[config.mk]
export PLATFORM = sky130hd
export DESIGN_NAME = psr_branch_eval
export DESIGN_NICKNAME = d
export VERILOG_FILES = /design/src/rtl/psr_branch_eval.sv
export SDC_FILE = /design/constraint.sdc
export NUM_CORES = 1
export LEC_CHECK = 0
export CAP_MARGIN = 20
export CORE_MARGIN = 1
export CORE_UTILIZATION = 41
export DETAILED_ROUTE_END_ITERATION = 16
export GPL_TIMING_DRIVEN = 0
export MAX_ROUTING_LAYER = met4
export PLACE_DENSITY = 0.8
export SYNTH_ARGS = -nofsm -noshare
export SYNTH_HDL_FRONTEND = slang
export SYNTH_SLANG_ARGS = --single-unit
export TNS_END_PERCENT = 1
[constraint.sdc]
create_clock -name clk -period 1.55 [get_ports clk]
set_input_delay 0.31 -clock clk [delete_from_list [all_inputs] [get_ports clk]]
set_output_delay 0.31 -clock clk [all_outputs]
set_load 0.02 [all_outputs]
[src/rtl/psr_branch_eval.sv]
// Branch resolver that waits for in-flight flag writers before evaluating a condition on the PSR.
// Optional macro PSR_FWD_EN lets the last outstanding writeback be forwarded into evaluation.
module psr_branch_eval #(
    parameter int unsigned PEND_W = 2
) (
    input  logic       clk,
    input  logic       rst,
    input  logic       flag_issue,
    output logic       issue_ready,
    input  logic       flag_wr_valid,
    input  logic [4:0] flag_wr_data,
    input  logic       br_valid,
    input  logic [3:0] br_cond,
    output logic       br_ready,
    output logic       br_done,
    output logic       br_taken,
    output logic [4:0] psr_q,
    output logic       err
);

    typedef enum logic {StIdle, StEval} state_t;

    localparam logic [PEND_W-1:0] PendMax = '1;

    state_t            state_q, state_d;
    logic [3:0]        cond_q, cond_d;
    logic [PEND_W-1:0] pend_q, pend_d;
    logic [4:0]        eval_flags;
    logic              resolve;
    logic              issue_acc;
    logic              cond_err;

    // Flag bits: {carry, nonzero, zero, even, parity}.
    function automatic logic cond_taken(input logic [3:0] c, input logic [4:0] f);
        logic t;
        case (c)
            4'd0:    t = 1'b1;
            4'd1:    t = 1'b0;
            4'd2:    t = f[2];
            4'd3:    t = f[3];
            4'd4:    t = f[4];
            4'd5:    t = ~f[4];
            4'd6:    t = f[1];
            4'd7:    t = ~f[1];
            4'd8:    t = f[0];
            4'd9:    t = ~f[0];
            default: t = 1'b0;
        endcase
        return t;
    endfunction

    assign issue_ready = (pend_q != PendMax);
    assign br_ready    = (state_q == StIdle);
    assign issue_acc   = flag_issue && issue_ready;

    always_comb begin
        pend_d = pend_q;
        if (issue_acc && !flag_wr_valid) begin
            pend_d = pend_q + PEND_W'(1);
        end else if (flag_wr_valid && !issue_acc && pend_q != '0) begin
            pend_d = pend_q - PEND_W'(1);
        end
    end

    always_comb begin
        state_d    = state_q;
        cond_d     = cond_q;
        br_done    = 1'b0;
        br_taken   = 1'b0;
        cond_err   = 1'b0;
        eval_flags = psr_q;
        resolve    = (pend_q == '0);
`ifdef PSR_FWD_EN
        // The one remaining writer is delivering now; use its flags directly.
        if (pend_q == PEND_W'(1) && flag_wr_valid) begin
            resolve    = 1'b1;
            eval_flags = flag_wr_data;
        end
`endif
        unique case (state_q)
            StIdle: begin
                if (br_valid) begin
                    cond_d  = br_cond;
                    state_d = StEval;
                end
            end
            StEval: begin
                // Reset abandons the branch, so no pulse while rst is high.
                if (resolve && !rst) begin
                    br_done  = 1'b1;
                    br_taken = cond_taken(cond_q, eval_flags);
                    cond_err = (cond_q > 4'd9);
                    state_d  = StIdle;
                end
            end
        endcase
    end

    always_ff @(posedge clk) begin
        if (rst) begin
            state_q <= StIdle;
            cond_q  <= '0;
            pend_q  <= '0;
            psr_q   <= '0;
            err     <= 1'b0;
        end else begin
            state_q <= state_d;
            cond_q  <= cond_d;
            pend_q  <= pend_d;
            if (flag_wr_valid) begin
                psr_q <= flag_wr_data;
            end
            if ((flag_issue && !issue_ready) || (flag_wr_valid && pend_q == '0) || cond_err) begin
                err <= 1'b1;
            end
        end
    end

endmodule

## After elaboration in Yosys (flattened, before gate mapping)

Cells that the tools add are included.

- Add/sub/neg operators: 2
- Magnitude comparators: 1
- Equality and inequality tests: 9
- Muxes and demuxes: 12
- Bitwise logic cells: 4
- Reductions and logical operators: 18

Operators by type and width:

| cell | number |
|---|---|
| 4-bit by 3-bit equality test with 1-bit output, second input constant | 4 |
| 1-bit case mux with 9 select lines | 1 |
| 4-bit by 2-bit equality test with 1-bit output, second input constant | 2 |
| 4-bit equality test, second input constant | 2 |
| 1-bit two-way mux | 8 |
| 1-bit logical AND | 7 |
| 4-bit greater-than comparator, second input constant | 1 |
| 1-bit zero test | 4 |
| 4-bit zero test | 1 |
| 2-bit two-way mux | 2 |
| 1-bit inverter | 4 |
| 2-bit nonzero test | 2 |
| 2-bit by 1-bit adder with 2-bit output, second input constant | 1 |
| 2-bit zero test | 1 |
| 1-bit logical OR | 2 |
| 2-bit != test, second input constant | 1 |
| 1-bit case mux with 2 select lines | 1 |
| 2-bit AND reduction | 1 |
| 2-bit by 1-bit subtractor with 2-bit output, second input constant | 1 |

- Bits in registers: 13
- Bits of input ports: 14
- Output and inout bits: 10
- Logic and storage cells: 51

## Logic depth before layout (Yosys ltp)

- Depth in word-level cells: 7
- Mapped depth: 4
- Depth with buffers taken out: 4

## Least setup slack after synthesis

No wires, ideal clock.

- Kind: reg2out
- Start point: reg pend_q[0]
- End point: out br_taken
- Data arrival time: 1504 ps
- Setup slack: -264 ps
- Stages on the path, launching flop included: 5
- Cells stage by stage: dfxtp_1 > buf_6 > nor4_2 > o211ai_1 > a21oi_1

- Word-level cells in the longest chain between the ends: 4

Ends and longest elaborated chain:

| what | RTL line | source |
|---|---|---|
| start, declared | 27 | `logic [PEND_W-1:0] pend_q, pend_d;` |
| start signal, assigned | 109 | `pend_q <= pend_d;` |
| 2-bit zero test | 72 | `resolve = (pend_q == '0);` |
| 1-bit logical AND | 89 | `if (resolve && !rst) begin` |
| 1-bit two-way mux | 89 |  |
| 1-bit two-way mux | 80 | `unique case (state_q)` |
| end, declared | 16 | `output logic br_taken,` |

Every way passes these cells.

## Worst setup path after layout

- Start point: reg cond_q[2]
- End point: out br_taken

- Word-level cells in the longest chain between the ends: 4
- Elaborated cells between the ends (all ways): 12
- Those cells by class: eq/ne (8); mux (3); reduce/logical (1)

Ends and longest elaborated chain:

| what | RTL line | source |
|---|---|---|
| start, declared | 26 | `logic [3:0] cond_q, cond_d;` |
| start signal, assigned | 108 | `cond_q <= cond_d;` |
| 4-bit equality test (tied with other cells) | 36 | `case (c)` |
| 1-bit case mux with 9 select lines (*) | 36 |  |
| 1-bit two-way mux (*) | 89 |  |
| 1-bit two-way mux (*) | 80 |  |

Every way passes the cells marked *; elsewhere a longest branch is shown, timed or not.

==> impl_metrics.tcl <==
set metrics [dict create \
    gp_congestion 0.701 \
    p_leak_uw 0.000405 \
    cts_tree "built" \
    cp_cell_sequence "a211o_1 -> and3_4 -> o211ai_1 -> a21oi_2 -> buf_4" \
    dieWidth_um 40.3 \
    pin_count 24 \
    drt_iter0_markers 5 \
    cts_sinks 13 \
    via_per_inst 5.02 \
    yosysTopAreaCellShare_pct 43.2 \
    slowest_stage "dfxtp_4" \
    critPathCaptureType "output port" \
    critical_path.max_stage_delay_ns 0.35 \
    wl_per_cell_um 11.5 \
    yosysUniqueCellTypes 22 \
    floorplan.initialDensity_pct 45.1 \
    violations "setup timing" \
    ys_warn_count 0 \
    track_usage_pct 18.5 \
    drv_cap 0 \
    status "finished, violations left" \
    worstSetupPathType "flip-flop to output port" \
    ant_nets 0 \
    overflow 0 \
    dpl_cell_area_um2 853 \
    dp_hpwl_um 897 \
    hp-class "input port to flip-flop" \
    fmax_ghz 0.564 \
    slew_headroom_pct 71.0 \
    p_per_area_nw_per_um2 826 \
    io_buffers 22 \
    min_period_ns 1.77 \
    cts.reportedPaths.clkPinSlew_ns 0.08 \
    synthCells 67 \
    drc_errors 0 \
    vias 557 \
    synth_area_um2 602 \
    period_share_pct 114 \
    critPathMaxFanout 3 \
    crit_arrival_ns 1.46 \
    cts_buffers 3 \
    layout-drive-gt1-share_pct 18.8 \
    fp.dieH_um 40.3 \
    worst_slack_ns -0.224 \
    comb_power_share_pct 22.7 \
    seq_area_frac_synth_pct 43.2 \
    cp-start-kind "flip-flop" \
    nets 111 \
    vdd_drop_max_uv 548 \
    tightest_slew_ns 0.436 \
    synth_area_leaders "dfxtp_1, mux2i_1, nor2_1" \
    grt_max_degree 11 \
    antenna_cells 0 \
    dr.pass1.iters 3 \
    syn_avg_cell_area_um2 8.98 \
    htreeDepth 1 \
    power.switching_uw 205 \
    p_int_uw 547 \
    die_area_um2 1620 \
    skew_ns 0.00721 \
    dp_cells 104 \
    root_buffer "clkbuf_4" \
    grt_first_pass_wirelength_um 1900 \
    core_area_um2 1330 \
    final_max_slew_viol_count 0 \
    rows 13 \
    fin_cells 111 \
    clkPwrFrac_pct 27.6 \
    syn2layout_area_growth_pct 51.4 \
    p_seq_share_pct 49.7 \
    cts_buffer_depth 2 \
    final_area_um2 911 \
    p_sw_share_pct 27.3 \
    clk_latency_ns 0.28 \
    ys_ff_latch 13 \
    final-setup-viol-count 1 \
    syn_nets 81 \
    grt_pass1_vias 432 \
    grt_setup_unrepaired "true" \
    hold_viol_final 0 \
    antenna_found_initial 0 \
    drt-total-wl_um 1270 \
    required_ns 1.24 \
    synth_top_area_cell "dfxtp_1" \
    ctsHoldBuffers 0 \
]
flip-flops by register name, indices dropped and copies added, names as in the netlist:
register and count:
cond_q 4, pend_q 2, psr_q 5, state_q 1, err 1
critical path, delay by kind of cell (launching register included):
kind                   cells  cell delay (ns)
AND/OR/NAND/NOR            1             0.17
AO/OA/AOI/OAI              3             0.51
flip-flops                 1             0.35
buffers and inverters      1             0.16
power by group through the flow:
| stage | Combinational [uW] | Clock [uW] | Sequential (uW) |
|---|---|---|---|
| after floorplan | 81.6 | 0 | 392 |
| after global placement | 164 | 0 | 383 |
| after CTS | 169 | 211 | 374 |
| after global routing | 187 | 227 | 378 |
| final | 170 | 208 | 374 |
| after detailed placement | 168 | 0 | 384 |
final timing paths:
kind,startpoint,to,slack [ns],cells after the start
setup reg to reg,pend_q[0],pend_q[0],0.45,4
hold / removal,flag_wr_valid,pend_q[0],0.41,3
hold reg to reg,state_q,state_q,0.50,1
setup / recovery,cond_q[2],br_taken,-0.22,5
Yosys cell counts:
cell type	number
dfxtp_1	13
nor3_1	1
clkbuf_1	2
a211oi_1	1
and3_1	1
a211o_1	1
buf_6	1
o211ai_1	1
o21ai_0	4
nor2_1	14
buf_2	1
mux2i_1	11
or3_1	1
nand2_1	2
a21oi_1	4
o21a_1	1
nor4_2	1
a31oi_1	1
nor3b_1	2
nor2b_1	2
and3b_1	1
inv_1	1
cell type report:
| class | instances | area (um^2) |
|---|---|---|
| Inverter | 1 | 3.75 |
| Tap cell | 15 | 18.8 |
| Buffer | 4 | 23.8 |
| Clock buffer | 4 | 26.3 |
| Fill cell | 122 | 423 |
| Timing Repair Buffer | 25 | 231 |
| Multi-Input combinational cell | 49 | 337 |
| Sequential cell | 13 | 270 |
layout by cell type (no fill, tap or decap), types with 2 or more instances in the layout:
cell / Yosys / final
buf_4: 0 / 5
o21ai_0: 4 / 3
nor2_1: 14 / 14
nor3b_1: 2 / 2
clkdlybuf4s50_1: 0 / 12
dlygate4sd2_1: 0 / 7
nand2_1: 2 / 2
dfxtp_4: 0 / 2
clkbuf_1: 2 / 3
dfxtp_2: 0 / 2
clkbuf_4: 0 / 3
dfxtp_1: 13 / 9
mux2i_1: 11 / 11
a21oi_1: 4 / 3
nor2b_1: 2 / 2
cells by family (layout without fill, tap and decap cells):
logic type / count (synthesis) / count (layout) / share of synthesized area [%]
and+or+nand+nor: 25 / 25 / 21.0
AOI/OAI and AO/OA: 13 / 13 / 12.9
buffers and inverters: 5 / 34 / 4.57
muxes: 11 / 11 / 18.3
DFF: 13 / 13 / 43.2
metal layers:
metal	GRT usage [%]	wire length, um
met1	23.9	596
met2	28.2	595
met3	3.33	68
met4	7.50	13
met5	-	0
metrics by stage:
| stage | hold slack (ns) | setup WS, ns | util, % | setup TNS (ns) | total power [uW] |
|---|---|---|---|---|---|
| after detailed placement | 0.489 | -0.855 | 64.0 | -1.63 | 551 |
| final | 0.405 | -0.224 | 68.3 | -0.224 | 752 |
| after global placement | 0.482 | -0.813 | 64.0 | -1.39 | 547 |
| after CTS | 0.415 | -0.223 | 67.5 | -0.223 | 754 |
| after global routing | 0.411 | -0.287 | 68.3 | -0.287 | 792 |
| after floorplan | 0.379 | 0.0174 | - | 0 | 473 |
timing repair:
item	in CTS	in global routing
gates resized for setup	23	4
endpoints found under the setup margin	8	3
gates cloned	0	0
pin swaps	3	2
buffers inserted	3	0
Note: power is estimated with default switching activity, not from simulation.
